## config.mk

```make
export PLATFORM = sky130hd
export DESIGN_NAME = cpu_mem_stage_flat
export DESIGN_NICKNAME = d
export VERILOG_FILES = /design/src/rtl/cpu_mem_stage_pkg.sv /design/src/rtl/cpu_mem_stage_if.sv /design/src/rtl/cpu_mem_lane.sv /design/src/rtl/cpu_mem_stage.sv /design/src/flat_wrapper.sv
export SDC_FILE = /design/constraint.sdc
export NUM_CORES = 1
export LEC_CHECK = 0
export CORE_MARGIN = 2
export CORE_UTILIZATION = 35
export CTS_CLUSTER_SIZE = 28
export DETAILED_ROUTE_END_ITERATION = 8
export GPL_TIMING_DRIVEN = 0
export PLACE_DENSITY = 0.7
export SLEW_MARGIN = 10
export SYNTH_ARGS = -nofsm -noshare
export SYNTH_HDL_FRONTEND = slang
export SYNTH_SLANG_ARGS = --single-unit
```

## constraint.sdc

```tcl
create_clock -name clk_i -period 7.75 [get_ports clk_i]
set_input_delay 1.55 -clock clk_i [delete_from_list [all_inputs] [get_ports clk_i]]
set_output_delay 1.55 -clock clk_i [all_outputs]
set_load 0.05 [all_outputs]
```

## src/rtl/cpu_mem_stage_pkg.sv

```systemverilog
// Shared definitions for the Moxie memory stage: pipeline-control bit indices,
// access-size encodings and the request/writeback bundles.
package cpu_mem_stage_pkg;

  localparam int PCB_WIDTH = 4;
  localparam int PCB_WA    = 0;  // write register port A
  localparam int PCB_WB    = 1;  // write register port B
  localparam int PCB_RM    = 2;  // read memory
  localparam int PCB_WM    = 3;  // write memory

  typedef enum logic [1:0] {
    MEM_SIZE_B = 2'b00,
    MEM_SIZE_S = 2'b01,
    MEM_SIZE_L = 2'b10
  } mem_size_e;

  // Everything captured from execute while the stage is idle.
  typedef struct packed {
    logic        wa;
    logic        wb;
    logic        rd;
    logic        wr;
    mem_size_e   size;
    logic [3:0]  idx0;
    logic [3:0]  idx1;
    logic [31:0] r0;
    logic [31:0] r1;
    logic [31:0] wdata;
  } req_t;

  typedef struct packed {
    logic        wea;
    logic        web;
    logic [3:0]  idx0;
    logic [3:0]  idx1;
    logic [31:0] res0;
    logic [31:0] res1;
  } wb_t;

endpackage

```

## src/rtl/cpu_mem_stage_if.sv

```systemverilog
// Wishbone data-bus bundle (16-bit data) between the memory stage and data memory.
interface cpu_mem_stage_if #(
  parameter int ADDR_W = 32
) ();

  logic [ADDR_W-1:0] adr;
  logic [15:0]       dat_o;
  logic [15:0]       dat_i;
  logic [1:0]        sel;
  logic              stb;
  logic              cyc;
  logic              we;
  logic              ack;

  modport master (output adr, dat_o, sel, stb, cyc, we, input  dat_i, ack);
  modport slave  (input  adr, dat_o, sel, stb, cyc, we, output dat_i, ack);

endinterface

```

## src/rtl/cpu_mem_lane.sv

```systemverilog
// Byte-lane steering for the 16-bit big-endian bus: select lanes, replicate store
// bytes and extract/zero-extend load data. Purely combinational.
module cpu_mem_lane
  import cpu_mem_stage_pkg::*;
(
  input  mem_size_e   size_i,
  input  logic        addr_lsb_i,
  input  logic        lo_half_i,
  input  logic [31:0] store_data_i,
  input  logic [15:0] hold_hi_i,
  input  logic [15:0] hold_lo_i,
  output logic [1:0]  sel_o,
  output logic [15:0] store_dat_o,
  output logic [31:0] load_data_o
);

  // NOTE: every output gets a default before the case so no path can infer a latch.
  always_comb begin
    sel_o       = 2'b11;
    store_dat_o = store_data_i[15:0];
    load_data_o = {16'h0000, hold_lo_i};
    case (size_i)
      MEM_SIZE_L: begin
        store_dat_o = lo_half_i ? store_data_i[15:0] : store_data_i[31:16];
        load_data_o = {hold_hi_i, hold_lo_i};
      end
      MEM_SIZE_B: begin
        // Even byte sits on the upper lane of a big-endian halfword.
        sel_o       = addr_lsb_i ? 2'b01 : 2'b10;
        store_dat_o = {2{store_data_i[7:0]}};
        load_data_o = {24'h000000, (addr_lsb_i ? hold_lo_i[7:0] : hold_lo_i[15:8])};
      end
      default: ;
    endcase
  end

endmodule

```

## src/rtl/cpu_mem_stage.sv

```systemverilog
// Moxie memory stage: turns execute's load/store requests into 16-bit Wishbone
// cycles and forwards results to writeback. Optional: MEM_ALIGN_CHECK_EN.
module cpu_mem_stage
  import cpu_mem_stage_pkg::*;
#(
  parameter int ADDR_W = 32
) (
  input  logic                 clk_i,
  input  logic                 rst_i,
  input  logic [PCB_WIDTH-1:0] pipeline_control_bits_i,
  input  logic [3:0]           register0_write_index_i,
  input  logic [3:0]           register1_write_index_i,
  input  logic [31:0]          reg0_result_i,
  input  logic [31:0]          reg1_result_i,
  input  logic [ADDR_W-1:0]    memory_address_i,
  input  logic [31:0]          mem_result_i,
  input  logic [1:0]           mem_size_i,
  output logic                 stall_o,
  cpu_mem_stage_if.master      dmem,
  output logic                 register_wea_o,
  output logic                 register_web_o,
  output logic [3:0]           register0_write_index_o,
  output logic [3:0]           register1_write_index_o,
  output logic [31:0]          reg0_result_o,
`ifdef MEM_ALIGN_CHECK_EN
  output logic                 align_err_o,
`endif
  output logic [31:0]          reg1_result_o
);

  typedef enum logic [1:0] {S_IDLE, S_ACC1, S_ACC2, S_DONE} state_e;

  state_e            state_q, state_d;
  req_t              req_q, req_d;
  logic [ADDR_W-1:0] addr_q, addr_d;
  logic [15:0]       hold_hi_q, hold_hi_d;
  logic [15:0]       hold_lo_q, hold_lo_d;
  wb_t               wb_q, wb_d;
`ifdef MEM_ALIGN_CHECK_EN
  logic              align_err_q, align_err_d;
`endif

  logic [ADDR_W-1:0] bus_adr;
  logic [15:0]       bus_dat;
  logic [1:0]        bus_sel;
  logic              bus_stb;
  logic              bus_we;
  logic [1:0]        lane_sel;
  logic [15:0]       lane_dat;
  logic [31:0]       lane_load;

  cpu_mem_lane u_lane (
    .size_i      (req_q.size),
    .addr_lsb_i  (addr_q[0]),
    .lo_half_i   (state_q == S_ACC2),
    .store_data_i(req_q.wdata),
    .hold_hi_i   (hold_hi_q),
    .hold_lo_i   (hold_lo_q),
    .sel_o       (lane_sel),
    .store_dat_o (lane_dat),
    .load_data_o (lane_load)
  );

  always_comb begin
    state_d   = state_q;
    req_d     = req_q;
    addr_d    = addr_q;
    hold_hi_d = hold_hi_q;
    hold_lo_d = hold_lo_q;
    wb_d      = '0;
    bus_adr   = '0;
    bus_dat   = '0;
    bus_sel   = '0;
    bus_stb   = 1'b0;
    bus_we    = 1'b0;
`ifdef MEM_ALIGN_CHECK_EN
    align_err_d = 1'b0;
`endif

    case (state_q)
      S_IDLE: begin
        req_d.wa    = pipeline_control_bits_i[PCB_WA];
        req_d.wb    = pipeline_control_bits_i[PCB_WB];
        req_d.wr    = pipeline_control_bits_i[PCB_WM];
        // A store request overrides a simultaneous load request.
        req_d.rd    = pipeline_control_bits_i[PCB_RM] & ~pipeline_control_bits_i[PCB_WM];
        req_d.size  = mem_size_e'(mem_size_i);
        req_d.idx0  = register0_write_index_i;
        req_d.idx1  = register1_write_index_i;
        req_d.r0    = reg0_result_i;
        req_d.r1    = reg1_result_i;
        req_d.wdata = mem_result_i;
        addr_d      = memory_address_i;
        if (req_d.size != MEM_SIZE_B) addr_d[0] = 1'b0;

        if (req_d.rd || req_d.wr) begin
`ifdef MEM_ALIGN_CHECK_EN
          if (req_d.size != MEM_SIZE_B && memory_address_i[0]) begin
            align_err_d = 1'b1;
          end else begin
            state_d = S_ACC1;
          end
`else
          state_d = S_ACC1;
`endif
        end else begin
          wb_d.wea  = req_d.wa;
          wb_d.web  = req_d.wb;
          wb_d.idx0 = req_d.idx0;
          wb_d.idx1 = req_d.idx1;
          wb_d.res0 = req_d.r0;
          wb_d.res1 = req_d.r1;
        end
      end

      S_ACC1, S_ACC2: begin
        bus_stb = 1'b1;
        bus_we  = req_q.wr;
        bus_sel = lane_sel;
        bus_dat = lane_dat;
        bus_adr = (state_q == S_ACC2) ? addr_q + ADDR_W'(2) : addr_q;
        if (dmem.ack) begin
          if (state_q == S_ACC1 && req_q.size == MEM_SIZE_L) begin
            hold_hi_d = dmem.dat_i;
            state_d   = S_ACC2;
          end else begin
            hold_lo_d = dmem.dat_i;
            state_d   = S_DONE;
          end
        end
      end

      S_DONE: begin
        wb_d.wea  = req_q.wa;
        wb_d.web  = req_q.wb;
        wb_d.idx0 = req_q.idx0;
        wb_d.idx1 = req_q.idx1;
        wb_d.res0 = req_q.rd ? lane_load : req_q.r0;
        wb_d.res1 = req_q.r1;
        state_d   = S_IDLE;
      end

      default: state_d = S_IDLE;
    endcase
  end

  // NOTE: state updates use <= so every flop samples pre-edge values regardless of order.
  always_ff @(posedge clk_i or posedge rst_i) begin
    if (rst_i) begin
      state_q     <= S_IDLE;
      req_q       <= '0;
      addr_q      <= '0;
      hold_hi_q   <= '0;
      hold_lo_q   <= '0;
      wb_q        <= '0;
`ifdef MEM_ALIGN_CHECK_EN
      align_err_q <= 1'b0;
`endif
    end else begin
      state_q     <= state_d;
      req_q       <= req_d;
      addr_q      <= addr_d;
      hold_hi_q   <= hold_hi_d;
      hold_lo_q   <= hold_lo_d;
      wb_q        <= wb_d;
`ifdef MEM_ALIGN_CHECK_EN
      align_err_q <= align_err_d;
`endif
    end
  end

  // Bus strobes decode straight from state so reset drops them immediately.
  assign dmem.adr   = bus_adr;
  assign dmem.dat_o = bus_dat;
  assign dmem.sel   = bus_sel;
  assign dmem.stb   = bus_stb;
  assign dmem.cyc   = bus_stb;
  assign dmem.we    = bus_we;

  assign stall_o                 = (state_q != S_IDLE);
  assign register_wea_o          = wb_q.wea;
  assign register_web_o          = wb_q.web;
  assign register0_write_index_o = wb_q.idx0;
  assign register1_write_index_o = wb_q.idx1;
  assign reg0_result_o           = wb_q.res0;
  assign reg1_result_o           = wb_q.res1;
`ifdef MEM_ALIGN_CHECK_EN
  assign align_err_o             = align_err_q;
`endif

endmodule

```

## src/flat_wrapper.sv

```systemverilog
// flat-port wrapper written by rule: the top's interface ports become plain ports
module cpu_mem_stage_flat import cpu_mem_stage_pkg::*;
#(
  parameter int ADDR_W = 32
)
  (clk_i, rst_i, pipeline_control_bits_i, register0_write_index_i, register1_write_index_i, reg0_result_i, reg1_result_i, memory_address_i, mem_result_i, mem_size_i, stall_o, register_wea_o, register_web_o, register0_write_index_o, register1_write_index_o, reg0_result_o, reg1_result_o, dmem_adr, dmem_dat_o, dmem_sel, dmem_stb, dmem_cyc, dmem_we, dmem_dat_i, dmem_ack);
  cpu_mem_stage_if #(.ADDR_W(ADDR_W)) dmem_i ();
  input  logic clk_i;
  input  logic rst_i;
  input  logic [PCB_WIDTH-1:0] pipeline_control_bits_i;
  input  logic [3:0] register0_write_index_i;
  input  logic [3:0] register1_write_index_i;
  input  logic [31:0] reg0_result_i;
  input  logic [31:0] reg1_result_i;
  input  logic [ADDR_W-1:0] memory_address_i;
  input  logic [31:0] mem_result_i;
  input  logic [1:0] mem_size_i;
  output logic stall_o;
  output logic register_wea_o;
  output logic register_web_o;
  output logic [3:0] register0_write_index_o;
  output logic [3:0] register1_write_index_o;
  output logic [31:0] reg0_result_o;
  output logic [31:0] reg1_result_o;
  output wire logic [$bits(dmem_i.adr)-1:0] dmem_adr;
  output wire logic [$bits(dmem_i.dat_o)-1:0] dmem_dat_o;
  output wire logic [$bits(dmem_i.sel)-1:0] dmem_sel;
  output wire logic [$bits(dmem_i.stb)-1:0] dmem_stb;
  output wire logic [$bits(dmem_i.cyc)-1:0] dmem_cyc;
  output wire logic [$bits(dmem_i.we)-1:0] dmem_we;
  input wire logic [$bits(dmem_i.dat_i)-1:0] dmem_dat_i;
  input wire logic [$bits(dmem_i.ack)-1:0] dmem_ack;
  assign dmem_adr = dmem_i.adr;
  assign dmem_dat_o = dmem_i.dat_o;
  assign dmem_sel = dmem_i.sel;
  assign dmem_stb = dmem_i.stb;
  assign dmem_cyc = dmem_i.cyc;
  assign dmem_we = dmem_i.we;
  assign dmem_i.dat_i = dmem_dat_i;
  assign dmem_i.ack = dmem_ack;
  cpu_mem_stage #(.ADDR_W(ADDR_W)) u_core (.clk_i(clk_i), .rst_i(rst_i), .pipeline_control_bits_i(pipeline_control_bits_i), .register0_write_index_i(register0_write_index_i), .register1_write_index_i(register1_write_index_i), .reg0_result_i(reg0_result_i), .reg1_result_i(reg1_result_i), .memory_address_i(memory_address_i), .mem_result_i(mem_result_i), .mem_size_i(mem_size_i), .stall_o(stall_o), .dmem(dmem_i), .register_wea_o(register_wea_o), .register_web_o(register_web_o), .register0_write_index_o(register0_write_index_o), .register1_write_index_o(register1_write_index_o), .reg0_result_o(reg0_result_o), .reg1_result_o(reg1_result_o));
endmodule
```

=== After elaboration in Yosys (flattened, before gate mapping) ===
Cells that the tools add are included.

* Bits in registers: 250
* Latch bits: 0
* Memory bits (writable): 0
* ROM bits: 0
* Input bits: 161
* Output and inout bits: 128
* Word-level logic and storage cells: 60
* Memories kept: 0

* $add $sub $neg: 1
* $mul: 0
* Divide/modulo/power cells: 0
* Order comparisons: 0
* Equal/unequal tests: 6
* Shifts and indexed selects: 0
* Multiplexer cells: 20
* Bitwise operators: 3
* Reduce and logical (&&, ||, !) cells: 10

{| class="wikitable"
|+ Operators by type and width
! operator !! number
|-
| 74-bit case mux with 2 select lines || 1
|-
| 32-bit two-way mux || 3
|-
| 74-bit two-way mux || 1
|-
| 32-bit case mux with 2 select lines || 1
|-
| 32-bit by 2-bit adder with 32-bit output, second input constant || 1
|-
| 16-bit two-way mux || 2
|-
| 16-bit case mux with 2 select lines || 1
|-
| 2-bit two-way mux || 5
|-
| 8-bit two-way mux || 1
|-
| 2-bit == test, second input constant || 3
|-
| 2-bit case mux with 3 select lines || 1
|-
| 3-bit AND reduction || 2
|-
| 2-bit zero test || 2
|-
| 1-bit two-way mux || 4
|-
| 2-bit nonzero test || 2
|-
| 2-bit by 1-bit == test with 1-bit output, second input constant || 1
|-
| 2-bit by 1-bit != test with 1-bit output, second input constant || 1
|-
| 2-bit != test, second input constant || 1
|-
| 1-bit inverter || 2
|-
| 2-bit AND reduction || 1
|-
| 2-bit OR reduction || 1
|-
| 1-bit bitwise AND || 1
|-
| 1-bit logical AND || 1
|-
| 1-bit logical OR || 1
|}

=== Depth between registers and ports, before layout ===
Gate-level depths: netlist of the first run.

* Depth after elaboration: 5
* Depth in mapped cells: 8
* Depth with buffers taken out: 6

=== Cells and area by module ===
A second synthesis of the first run with hierarchy kept.

* Cell total of the unflattened synthesis: 921
* Area total of the unflattened synthesis: 11,293.3 µm²

{| class="wikitable"
|+ By module, submodules not included
! module !! times used !! cells an instance !! area an instance (µm²) !! seq. area each (µm²)
|-
| cpu_mem_stage || 1 || 837 || 10,699.0 || 6,256.0
|-
| cpu_mem_lane || 1 || 84 || 594.3 || 0.0
|}

=== Least setup slack after synthesis of the first run ===
OpenSTA, ideal clock, no wires.

* Kind: flip-flop to output port
* Start: register u_core.state_q[0]
* End: output dmem_dat_o[15]
* Arrival: 3.991 ns
* Required time: 6.200 ns
* Setup slack: 2.209 ns
* Cell stages (with the launch flop): 6
* Buffers on the path: 1
* Path through: dfrtp_1 > inv_1 > ha_1 > clkbuf_1 > clkinv_1 > a2111oi_0

* Word-level cells in the longest chain between the ends: 4
* Elaborated cells between the ends (all ways): 6
* Classes of those cells: eq/ne: 2; mux: 3; reduce/logical: 1

{| class="wikitable"
|+ RTL lines
! item !! RTL line !! text
|-
| from (decl) || cpu_mem_stage.sv:33 || <nowiki>state_e state_q, state_d;</nowiki>
|-
| from (signal assigned) || cpu_mem_stage.sv:160 || <nowiki>state_q <= state_d;</nowiki>
|-
| 2-bit == test || cpu_mem_stage.sv:55, cpu_mem_stage.sv:80 ||
|-
| 16-bit two-way mux || cpu_mem_lane.sv:24 || <nowiki>store_dat_o = lo_half_i ? store_data_i[15:0] : store_data_i[31:16];</nowiki>
|-
| 16-bit case mux with 2 select lines || cpu_mem_lane.sv:22 || <nowiki>case (size_i)</nowiki>
|-
| 16-bit two-way mux (*) || cpu_mem_stage.sv:80 || <nowiki>case (state_q)</nowiki>
|-
| to (decl) || flat_wrapper.sv:26 || <nowiki>output wire logic [$bits(dmem_i.dat_o)-1:0] dmem_dat_o;</nowiki>
|}

Mark *: on every way between the ends. The rest lies on a longest branch, timed or not.

=== Worst setup path in the final report of the first run ===
* Start: register u_core.state_q[0]
* End: output dmem_adr[12]

* Word-level cells in the longest chain between the ends: 3
* Elaborated cells between the ends (all ways): 5
* Classes of those cells: eq/ne: 2; mux: 2; reduce/logical: 1

{| class="wikitable"
|+ RTL lines
! item !! RTL line !! text
|-
| 2-bit == test / 2-bit by 1-bit == test with 1-bit output (equally long branches) || cpu_mem_stage.sv:80, cpu_mem_stage.sv:121 ||
|-
| 32-bit two-way mux / 2-bit OR reduction (equally long branches) || cpu_mem_stage.sv:121, cpu_mem_stage.sv:80 ||
|-
| 32-bit two-way mux (*) || cpu_mem_stage.sv:80 ||
|-
| to (decl) || flat_wrapper.sv:25 || <nowiki>output wire logic [$bits(dmem_i.adr)-1:0] dmem_adr;</nowiki>
|}

Marked as above.

==> reports/qor_table.md, run 1 <==
| Quantity | This run |
|:---|:---|
| Detailed Route Iter0 Violations | 591 |
| Clock input transition at the sequential cells of the worst setup and hold paths | 0.06 ns |
| Period utilization | 71.6% |
| Global routing usage summed across all routing layers | 20.5% |
| Antenna violations before repair | 3 |
| # DRC | 0 |
| Post-Synthesis Cells | 890 |
| Cell variety after synth | 43 |
| Starting density of the core | 35.6% |
| RSZ-0062 raised after global routing | false |
| Count of hold buffers inserted by post-cts repair | 0 |
| Yosys reg bits | 250 |
| Post-Syn Nets | 1,056 |
| Setup-failing EPs final | 0 |
| Clock tree from TritonCTS | yes |
| Post-synth EDFFs | 0 |
| Area of the core region | 30,600 sq um |
| Remaining global-route overflow | 0 |
| Leading cell type by number of instances after synthesis | sky130_fd_sc_hd__dfrtp_1 |
| Tightest slew margin relative to the limit | 38.0% |
| Static Leakage | 0.00622 uW |
| Post-route antenna net violation count | 0 |
| Filler cell count in the final layout | 2,735 |
| Switching power | 3290 uW |
| Post-Synthesis Cell Area | 10,900 sq um |
| Number of I/O port buffers | 288 |
| Maximum capacitance violations | 0 |
| Hold Violations, Final | 0 |
| Maximum clock skew at final layout | 0.0113 ns |
| Max-slew violation count | 0 |
| Min Clock Period, post-route | 5.55 ns |
| Total iterations of the first detailed-routing run | 5 |
| Hold wc startpoint | u_core.hold_lo_q[7] |
| Mean Syn Cell Area | 12.2 sq um |
| Routed wire per std cell | 20.8 um |
| Beginning of the worst register-to-register path | u_core.state_q[0] |
| Final weighted congestion in routability-driven placement | 0.909 |
| Endpoint class of the critical path | output port |
| Max Freq | 0.180 GHz |
| Synth top area cells | sky130_fd_sc_hd__dfrtp_1 57%, sky130_fd_sc_hd__mux2_2 14%, sky130_fd_sc_hd__a22o_1 4.7% |
| Share of cells above drive strength 1 | 16.5% |
| Maximum resistive drop on vdd | 0.000205 V |
| TritonCTS buffer count | 27 |
| Number of warning messages in the yosys log | 0 |
| Transition time of the tightest slew-check pin | 0.931 ns |
| Height of the die | 180 um |
| Power density over the cells | 484 nW/um^2 |
| Die area | 32,500 sq um |
| Postcts setup bufs | 0 |
| Count of cells resized by post-cts repair | 0 |
| Floorplan die width | 180 um |
| Worst setup path startpoint | u_core.state_q[0] |
| Number of global-route vias before repair | 8,741 |
| Number of clock sinks | 250 |
| Post-synthesis to final-layout area growth | 40.0% |
| Number of rows in the core area | 64 |
| Status | finished clean |
| Arrival time of the worst setup path | 4.00 ns |
| Library cell with the largest summed area after synthesis | sky130_fd_sc_hd__dfrtp_1 |
| Post-synthesis async set-or-reset flop share | 100% |
| Internal power | 4100 uW |
| Share of the synthesized area in the top cell type | 57.5% |
| Most numerous cell types in the synthesized netlist | 250 x sky130_fd_sc_hd__dfrtp_1, 140 x sky130_fd_sc_hd__mux2_2, 63 x sky130_fd_sc_hd__nor2_1 |
| Worst Hold Class | register to register |
| CTS Buffer Depth | 3 |
| Sequential Power Share | 30.8% |
| Crit Path Class | register to output port |
| Net Sw Frac | 44.5% |
| Detailed-route wire length | 33,800 um |
| First-pass GRT wire length | 52,300 um |
| Top_reg_cell synth | sky130_fd_sc_hd__dfrtp_1 |
| H-Tree Depth | 1 |
| Share of total power in the clock network | 16.8% |
| Sum of negative setup slack | 0 ns |
| Setup crit start kind | register |
| Largest net degree at the start of global routing | 39 |
| Avg Vias per Cell | 5.25 |
| Clock Latency Late Sink | 0.53 ns |
| DR vias | 8,543 |
| Critical path data required time | 6.20 ns |
| Half-perimeter wire length after detailed placement | 24,700 um |
| Highest net fanout along the worst path | 10 |
| Post-layout utilization of the core | 49.8% |
| Root Buffer Master | sky130_fd_sc_hd__clkbuf_16 |
| IO Pins | 289 |
| Part of the power in combinational logic | 52.4% |
| Number of nets in the finished design | 1,380 |
| Sequential area share after synthesis | 57.5% |
==> power by group through the flow <==
| stage | clock network, uW | logic, uW | registers, uW |
|---|---|---|---|
| 6_report | 1240 | 3870 | 2270 |
| 3_5_place_dp | 0 | 3880 | 2280 |
| 5_1_grt | 1320 | 4100 | 2340 |
| 2_1_floorplan | 0 | 2210 | 2630 |
| 3_3_place_gp | 0 | 3830 | 2260 |
| 4_1_cts | 1270 | 3900 | 2270 |
==> worst max-delay path, cell delays in order, from the launching register on <==
cell,delay (ns)
sky130_fd_sc_hd__dfrtp_1,0.42
sky130_fd_sc_hd__inv_1,0.09
sky130_fd_sc_hd__ha_1,0.47
sky130_fd_sc_hd__clkbuf_1,0.55
sky130_fd_sc_hd__clkinv_1,0.44
sky130_fd_sc_hd__clkbuf_1,0.44
sky130_fd_sc_hd__nor2_1,0.24
sky130_fd_sc_hd__clkdlybuf4s50_1,0.83
==> registers in the layout (all words and copies together), names as in the netlist <==
signal and cells:
u_core.register_web_o 1, u_core.hold_hi_q 16, u_core.reg0_result_o 32, u_core.register1_write_index_o 4, u_core.hold_lo_q 16, u_core.register0_write_index_o 4
u_core.register_wea_o 1, u_core.state_q 2, u_core.req_q 110, u_core.addr_q 32, u_core.reg1_result_o 32
==> through the flow <==
| step | hold WS (ns) | power [uW] | cells | area, sq um | setup slack (ns) |
|---|---|---|---|---|---|
| after floorplan | 0.457 | 4830 | 890 | 10900 | 2.21 |
| after global placement | 0.466 | 6090 | 1574 | 14300 | 0.974 |
| after detailed placement | 0.473 | 6170 | 1581 | 14400 | 2.70 |
| after CTS | 0.488 | 7430 | 1625 | 15200 | 2.14 |
| after global routing | 0.502 | 7770 | 1626 | 15200 | 1.95 |
| final | 0.486 | 7390 | 1627 | 15200 | 2.20 |
==> placed cells by master, fill, tap and decap left out, types with 8 or more instances in the layout <==
cell type,netlist,final
sky130_fd_sc_hd__a21o_1,9,9
sky130_fd_sc_hd__a21oi_1,38,38
sky130_fd_sc_hd__a22o_1,58,58
sky130_fd_sc_hd__a22oi_1,24,24
sky130_fd_sc_hd__clkbuf_1,53,57
sky130_fd_sc_hd__clkbuf_16,0,27
sky130_fd_sc_hd__clkdlybuf4s50_1,0,288
sky130_fd_sc_hd__dfrtp_1,250,250
sky130_fd_sc_hd__inv_1,18,17
sky130_fd_sc_hd__mux2_1,17,17
sky130_fd_sc_hd__mux2_2,140,140
sky130_fd_sc_hd__mux2i_1,19,19
sky130_fd_sc_hd__nand2_1,47,47
sky130_fd_sc_hd__nand3_1,10,10
sky130_fd_sc_hd__nor2_1,63,63
sky130_fd_sc_hd__o21ai_0,28,28
sky130_fd_sc_hd__o221a_2,8,8
sky130_fd_sc_hd__o22ai_1,9,9
sky130_fd_sc_hd__o31ai_1,13,13
sky130_fd_sc_hd__or4_1,15,15
==> per-layer routing <==
metal / GRT usage (%) / part of all wire [%] / wire, um
met1: 27.0 / 42 / 14300
met2: 34.7 / 49 / 16500
met3: 4.00 / 6.6 / 2230
met4: 5.06 / 2.2 / 744
met5: 0 / 0.038 / 13
==> logic make-up (layout without fill, tap and decap cells) <==
group                    after synthesis  count (layout)  synth area share (%)
AND/OR/NAND/NOR                      176             176                  7.79
flip-flops                           250             250                  57.5
AO/OA/AOI/OAI                        189             189                  12.4
XOR/XNOR                              10              10                 0.804
adder cells (fa/ha/maj)                5               5                 0.575
multiplexers                         176             176                  18.0
other                                  0               2                     0
buffers and inverters                 84             423                  3.01
==> final cells by class <==
type | count | area (sq um) | area share [%]
diodes | 2 | 5.00 | 0.0328
plain buffers | 63 | 249 | 1.63
clock buffers | 37 | 773 | 5.07
clock inverters | 7 | 60.1 | 0.394
inverters | 21 | 82.6 | 0.542
multi-input cells | 556 | 4300 | 28.2
flip-flops and latches | 250 | 6260 | 41.0
well taps | 396 | 495 | 3.25
repair buffers | 295 | 3020 | 19.8
==> path summary, 6_finish.rpt <==
kind | to | slack [ns] | depth (start not counted)
worst max-delay path | dmem_adr[12] | 2.20 | 7
worst min-delay path | u_core.hold_lo_q[7] | 0.49 | 1
worst max register to register | u_core.hold_hi_q[9] | 4.89 | 6
worst min register to register | u_core.hold_lo_q[7] | 0.49 | 1
max in group asynchronous | u_core.reg1_result_o[15] | 4.94 | 6
min in group asynchronous | u_core.reg0_result_o[7] | 1.45 | 2
(Power assumes the default switching activity.)
==> run 2: changes to the inputs <==
==> constraint.sdc (replaced) <==
create_clock -name clk_i -period 5.05 [get_ports clk_i]
set_input_delay 1.01 -clock clk_i [delete_from_list [all_inputs] [get_ports clk_i]]
set_output_delay 1.01 -clock clk_i [all_outputs]
set_load 0.05 [all_outputs]
==> run 2 against run 1 <==
- die area unchanged
- clock skew decreased by 0.0028 ns
- hold slack about the same
- wire length decreased by 0.16%
- utilization about the same
- total power increased by 53%
- sequential share of layout area about the same
- clock power increased by 53%
- register-to-register slack got worse by 2.7 ns
- cell area about the same
- highest routed layer unchanged
==> reports/qor_table.md, run 2 (same netlist as run 1, synthesis figures left out) <==
| Quantity | This run | Change |
|:---|:---|:---|
| Filler cell count in the final layout | 2,732 | -0.11% |
| TritonCTS buffer count | 27 | unchanged |
| Setup-failing EPs final | 0 | unchanged |
| Die area | 32,500 sq um | unchanged |
| Period utilization | 96.3% |  |
| Internal power | 6290 uW | +53% |
| Number of I/O port buffers | 288 | unchanged |
| Number of global-route vias before repair | 8,742 | +0.011% |
| Max Freq | 0.206 GHz |  |
| Area taken by multi-input logic gates | 4300 sq um | unchanged |
| # DRC | 0 | unchanged |
| Maximum resistive drop on vdd | 0.000314 V | +53% |
| Share of cells above drive strength 1 | 16.6% | +0.081 points |
| Number of rows in the core area | 64 | unchanged |
| Power density over the cells | 742 nW/um^2 | +53% |
| Reg2reg path depth | 6 | unchanged |
| H-Tree Depth | 1 | unchanged |
| Number of clock sinks | 250 | unchanged |
| Slack of the worst reg-to-reg path | 2.20 ns | -2.69 ns |
| CP bufs+invs | 3 | -2 |
| Net Sw Frac | 44.5% | about the same |
| Critical path data required time | 4.04 ns | -2.16 ns |
| Total area of sequential cells | 6260 sq um | unchanged |
| Post-synthesis to final-layout area growth | 40.2% | about the same |
| Status | finished clean |  |
| Critical Path Sink | dmem_adr[26] |  |
| Detailed Route Iter0 Violations | 580 | -1.9% |
| Top cell family by delay on the critical path | simple AND/OR/NAND/NOR gates |  |
| Switching power | 5040 uW | +53% |
| Setup crit start kind | register |  |
| Clock Latency Late Sink | 0.53 ns | about the same |
| Postcts setup bufs | 0 | unchanged |
| Worst setup path startpoint | u_core.state_q[0] |  |
| Beginning of the worst register-to-register path | u_core.state_q[0] |  |
| Cell Chain, Critical Path | inv_1 > ha_1 > nand3_1 > or4_1 > buf_2 > or4_1 > a21oi_1 > clkdlybuf4s50_1 |  |
| Tightest slew margin relative to the limit | 38.0% | about the same |
| Height of the die | 180 um | unchanged |
| Min Clock Period, post-route | 4.87 ns |  |
| Part of the power in combinational logic | 52.4% | about the same |
| Number of gates on the worst path with buffers counted | 8 | +1 |
| Maximum capacitance violations | 0 | unchanged |
| Largest net degree at the start of global routing | 39 | unchanged |
| Maximum clock skew at final layout | 0.00854 ns | -0.00280 ns |
| Detailed-route wire length | 33,700 um | -0.16% |
| Post-route antenna net violation count | 0 | unchanged |
| Highest net fanout along the worst path | 9 | -1 |
| Clock input transition at the sequential cells of the worst setup and hold paths | 0.06 ns | about the same |
| Final Hold Slack | 0.485 ns | -0.000191 ns |
| Critical path's slowest cell | sky130_fd_sc_hd__clkdlybuf4s50_1 |  |
| Commonest non-fill, non-tap cells in the layout | 283 x sky130_fd_sc_hd__clkdlybuf4s50_1, 250 x sky130_fd_sc_hd__dfrtp_1, 140 x sky130_fd_sc_hd__mux2_2 |  |
| RSZ-0062 raised after global routing | false |  |
| Share of total power in the clock network | 16.8% | about the same |
| First-pass GRT wire length | 52,300 um | unchanged |
| CTS Buffer Depth | 3 | unchanged |
| Clock tree from TritonCTS | yes |  |
| Hold Violations, Final | 0 | unchanged |
| Antenna violations before repair | 3 | unchanged |
| Worst Hold Class | register to register |  |
| Arrival time of the worst setup path | 3.86 ns | -0.14 ns |
| Global routing usage summed across all routing layers | 20.5% | unchanged |
| Sum of negative setup slack | 0 ns | unchanged |
| DR vias | 8,551 | +0.094% |
| Root Buffer Master | sky130_fd_sc_hd__clkbuf_16 |  |
| Reg-to-reg endpoint | u_core.hold_lo_q[2] |  |
| Number of nets in the finished design | 1,380 | unchanged |
| Routed wire per std cell | 20.7 um | -0.16% |
| Remaining global-route overflow | 0 | unchanged |
| Starting density of the core | 35.6% | unchanged |
| Sequential Power Share | 30.8% | about the same |
| Transition time of the tightest slew-check pin | 0.930 ns | -0.000517 ns |
| Max-slew violation count | 0 | unchanged |
| IO Pins | 289 | unchanged |
| Floorplan die width | 180 um | unchanged |
| Number of flip-flops under the largest register name | 110 | unchanged |
| Avg Vias per Cell | 5.26 | about the same |
| Final weighted congestion in routability-driven placement | 0.909 | unchanged |
| Most flop-heavy register | u_core.req_q |  |
| Total iterations of the first detailed-routing run | 5 | unchanged |
| Crit-path most repeated cell | sky130_fd_sc_hd__or4_1 |  |
| Area of the core region | 30,600 sq um | unchanged |
| Endpoint class of the critical path | output port |  |
| Crit Path Class | register to output port |  |
| Most frequent standard cell in the layout excluding fill and tap cells | sky130_fd_sc_hd__clkdlybuf4s50_1 |  |
| Half-perimeter wire length after detailed placement | 24,700 um | unchanged |
| Hold wc startpoint | u_core.hold_lo_q[7] |  |
| Max stage delay on crit path | 0.84 ns | about the same |
| Static Leakage | 0.00629 uW | +1.2% |
## run 2: changes by cell type in the layout (fill, tap and decap cells not counted), sizes merged
cell	before	now
clkdlybuf4s50	288	283
dlymetal6s2s	0	5
## run 2: power by group through the flow
stage          registers [uW]  logic (uW)  clock network, uW
5_1_grt                  3590        6300               2030
3_3_place_gp             3460        5880                  0
3_5_place_dp             3500        5960                  0
2_1_floorplan            4030        3390                  0
4_1_cts                  3480        5980               1950
6_report                 3490        5940               1900
## run 2: layout make-up
cell class              instances  share of cell area, %
inverters                      21                  0.541
clock buffers                  37                   5.07
clock inverters                 7                  0.394
well taps                     396                   3.25
diodes                          2                 0.0328
repair buffers                295                   19.9
flip-flops and latches        250                   41.0
plain buffers                  63                   1.64
multi-input cells             556                   28.2
## run 2: stage by stage
step                setup WS (ns)  cells  util, %  cell area, sq um  power (uW)
finish                      0.185   1627     49.9             15300       11300
global route              0.00290   1626     49.9             15300       11900
CTS                        0.0809   1625     49.8             15200       11400
detailed placement          0.537   1581     47.1             14400        9470
global placement            -1.19   1574     46.7             14300        9340
floorplan                  0.0493    890        -             10900        7420
## run 2: repair_timing
action | in CTS | in global routing
gates resized for setup | 1 | 5
cloned | 0 | 0
setup endpoints to repair | 2 | 5
hold buffers | 0 | 0
## run 2: worst min-delay path by stage
stage / cells after the start / slack (ns) / to
2_1_floorplan: 1 / 0.46 / u_core.hold_lo_q[0]
3_3_place_gp: 1 / 0.47 / u_core.register0_write_index_o[3]
3_5_place_dp: 1 / 0.47 / u_core.reg1_result_o[6]
4_1_cts: 1 / 0.49 / u_core.hold_lo_q[7]
5_1_grt: 1 / 0.50 / u_core.register1_write_index_o[2]
6_report: 1 / 0.49 / u_core.hold_lo_q[7]
## run 2: metal layers
layer	up-vias	GRT usage [%]	share of wire [%]
li1	3886	-	-
met1	4330	27.0	42
met2	282	34.7	49
met3	51	4.00	6.5
met4	2	5.06	2.2
met5	-	0	0.039
==> run 3: changes to the inputs <==
--- a/config.mk
+++ b/config.mk
@@ -6,11 +6,11 @@
 export NUM_CORES = 1
 export LEC_CHECK = 0
 export CORE_MARGIN = 2
-export CORE_UTILIZATION = 35
+export CORE_UTILIZATION = 32
 export CTS_CLUSTER_SIZE = 28
 export DETAILED_ROUTE_END_ITERATION = 8
 export GPL_TIMING_DRIVEN = 0
-export PLACE_DENSITY = 0.7
+export PLACE_DENSITY = 0.66
 export SLEW_MARGIN = 10
 export SYNTH_ARGS = -nofsm -noshare
 export SYNTH_HDL_FRONTEND = slang
==> run 3 against run 2 <==
- total power increased by 2.2%
- sequential cell count unchanged
- critical path type unchanged
- combinational power barely moved
- sequential power barely moved
- largest cell class unchanged
- worst setup slack got worse by 0.014 ns
- cell count grew 3.6%
- cell area is 1.4% higher
- clock skew rose by 0.011 ns
- first-iteration DRC count decreased by 28%
- count of clock-buffer cells in the layout rose by 1
- via count fell by 1.6%
==> reports/qor_table.md, run 3 (same netlist as run 1, synthesis figures left out) <==
| Quantity | This run | Change |
|:---|:---|:---|
| Most flop-heavy register | u_core.req_q |  |
| Area of the core region | 33,500 sq um | +9.6% |
| Maximum resistive drop on vdd | 0.000440 V | +40% |
| Commonest non-fill, non-tap cells in the layout | 286 x sky130_fd_sc_hd__clkdlybuf4s50_1, 250 x sky130_fd_sc_hd__dfrtp_1, 140 x sky130_fd_sc_hd__mux2_2 |  |
| Number of global-route vias before repair | 8,755 | +0.15% |
| TritonCTS buffer count | 29 | +7.4% |
| Status | finished clean |  |
| Top cell family by delay on the critical path | simple AND/OR/NAND/NOR gates |  |
| Arrival time of the worst setup path | 3.87 ns | about the same |
| Half-perimeter wire length after detailed placement | 24,800 um | +0.52% |
| Most frequent standard cell in the layout excluding fill and tap cells | sky130_fd_sc_hd__clkdlybuf4s50_1 |  |
| Antenna violations before repair | 2 | -1 |
| Min Clock Period, post-route | 4.88 ns | +0.0141 ns |
| Post-layout utilization of the core | 46.1% | -3.8 points |
| Routed wire per std cell | 19.9 um | -3.8% |
| Root Buffer Master | sky130_fd_sc_hd__clkbuf_16 |  |
| Setup crit start kind | register |  |
| Number of I/O port buffers | 288 | unchanged |
| Post-route antenna net violation count | 0 | unchanged |
| Placement Setup Slack | 0.603 ns | +0.0660 ns |
| Postcts setup bufs | 0 | unchanged |
| Floorplan die width | 188 um | +4.5% |
| Remaining global-route overflow | 0 | unchanged |
| Hold Violations, Final | 0 | unchanged |
| Period utilization | 96.6% | +0.28 points |
| H-Tree Depth | 1 | unchanged |
| Reg2reg path depth | 8 | +2 |
| Final weighted congestion in routability-driven placement | 0.815 | -10% |
| Avg Vias per Cell | 5.00 | -4.9% |
| Number of flip-flops under the largest register name | 110 | unchanged |
| Worst Hold Class | register to register |  |
| Maximum capacitance violations | 0 | unchanged |
| Max stage delay on crit path | 0.84 ns | about the same |
| Detailed-route wire length | 33,600 um | -0.36% |
| Clock input transition at the sequential cells of the worst setup and hold paths | 0.06 ns | about the same |
| Sum of negative setup slack | 0 ns | unchanged |
| Critical path's slowest cell | sky130_fd_sc_hd__clkdlybuf4s50_1 |  |
| Number of nets in the finished design | 1,382 | +0.14% |
| Setup-failing EPs final | 0 | unchanged |
| IO Pins | 289 | unchanged |
| Endpoint class of the critical path | output port |  |
| Detailed Route Iter0 Violations | 420 | -28% |
| Number of clock sinks | 250 | unchanged |
| Die area | 35,500 sq um | +9.2% |
| Number of rows in the core area | 67 | +4.7% |
| Crit Path Class | register to output port |  |
| Crit-path most repeated cell | sky130_fd_sc_hd__or4_1 |  |
| # DRC | 0 | unchanged |
| Share of cells above drive strength 1 | 17.1% | +0.47 points |
| Highest net fanout along the worst path | 9 | unchanged |
| Count of cells resized by post-cts repair | 0 | -1 |
| Clock Latency Late Sink | 0.55 ns | +0.02 ns |
| RSZ-0062 raised after global routing | false |  |
| Transition time of the tightest slew-check pin | 0.986 ns | +0.0562 ns |
| Post-layout instance count excluding filler cells | 1,685 | +3.6% |
| CTS Buffer Depth | 3 | unchanged |
| Max-slew violation count | 0 | unchanged |
| Static Leakage | 0.00632 uW | +0.44% |
| Power density over the cells | 748 nW/um^2 | +0.78% |
| Clock tree from TritonCTS | yes |  |
| Cell count of the worst hold path | 1 | unchanged |
| CP bufs+invs | 3 | unchanged |
| Number of cells in the design after placement | 1,633 | +3.3% |
| Final WS setup | 0.171 ns | -0.0141 ns |
| DR vias | 8,418 | -1.6% |
| Total iterations of the first detailed-routing run | 5 | unchanged |
| First-pass GRT wire length | 51,500 um | -1.6% |
| Cell Chain, Critical Path | inv_1 > ha_1 > nand3_1 > or4_1 > buf_2 > or4_1 > a21oi_1 > clkdlybuf4s50_1 |  |
| Maximum clock skew at final layout | 0.0193 ns | +0.0108 ns |
| Post-synthesis to final-layout area growth | 42.1% |  |
| Height of the die | 188 um | +4.5% |
| Count of hold buffers inserted by post-cts repair | 0 | unchanged |
| Critical path data required time | 4.04 ns | about the same |
| Global routing usage summed across all routing layers | 18.6% | -1.9 points |
| Max Freq | 0.205 GHz | -0.29% |
| Tightest slew margin relative to the limit | 34.3% | -3.7 points |
| Number of gates on the worst path with buffers counted | 8 | unchanged |
| Largest net degree at the start of global routing | 41 | +5.1% |
| Starting density of the core | 32.5% | -3.1 points |
## run 3: through the flow
stage               cell area, sq um  hold WS, ns  power (uW)
detailed placement             14500        0.476        9480
global route                   15500        0.499       12200
CTS                            15500        0.485       11700
global placement               14300        0.468        9380
floorplan                      10900        0.457        7420
finish                         15500        0.484       11600
## run 3: report_power, final
group	internal [uW]	switching, uW	leakage (uW)
Combinational	2270	3660	0.00272
Clock	1330	835	0.000487
Sequential	2920	575	0.00311
Total	6510	5070	0.00632
## run 3: routing by layer
metal | vias up | part of all wire, % | global-route usage, %
li1 | 3890 | - | -
met1 | 4203 | 43 | 24.6
met2 | 275 | 48 | 30.8
met3 | 46 | 6.9 | 4.64
met4 | 4 | 1.8 | 3.97
met5 | - | 0.080 | 0
## run 3: path summary, 6_finish.rpt
check	start	endpoint	slack (ns)
setup reg to reg	u_core.state_q[0]	u_core.reg1_result_o[27]	2.30
hold / removal	u_core.req_q[58]	u_core.reg1_result_o[26]	0.48
setup / recovery	u_core.state_q[0]	dmem_adr[18]	0.17
max in group asynchronous	rst_i	u_core.req_q[58]	2.82
hold reg to reg	u_core.req_q[58]	u_core.reg1_result_o[26]	0.48
min in group asynchronous	rst_i	u_core.req_q[16]	0.89
## run 3: cell type report
| class | instances | area (sq um) |
|---|---|---|
| tap | 448 | 561 |
| clock inverter | 13 | 179 |
| buffer | 63 | 250 |
| clock buffer | 38 | 810 |
| antenna | 1 | 2.50 |
| fill | 3080 | 18100 |
| inverter | 21 | 82.6 |
| sequential | 250 | 6260 |
| multi-input combinational | 556 | 4300 |
| timing repair buffer | 295 | 3030 |
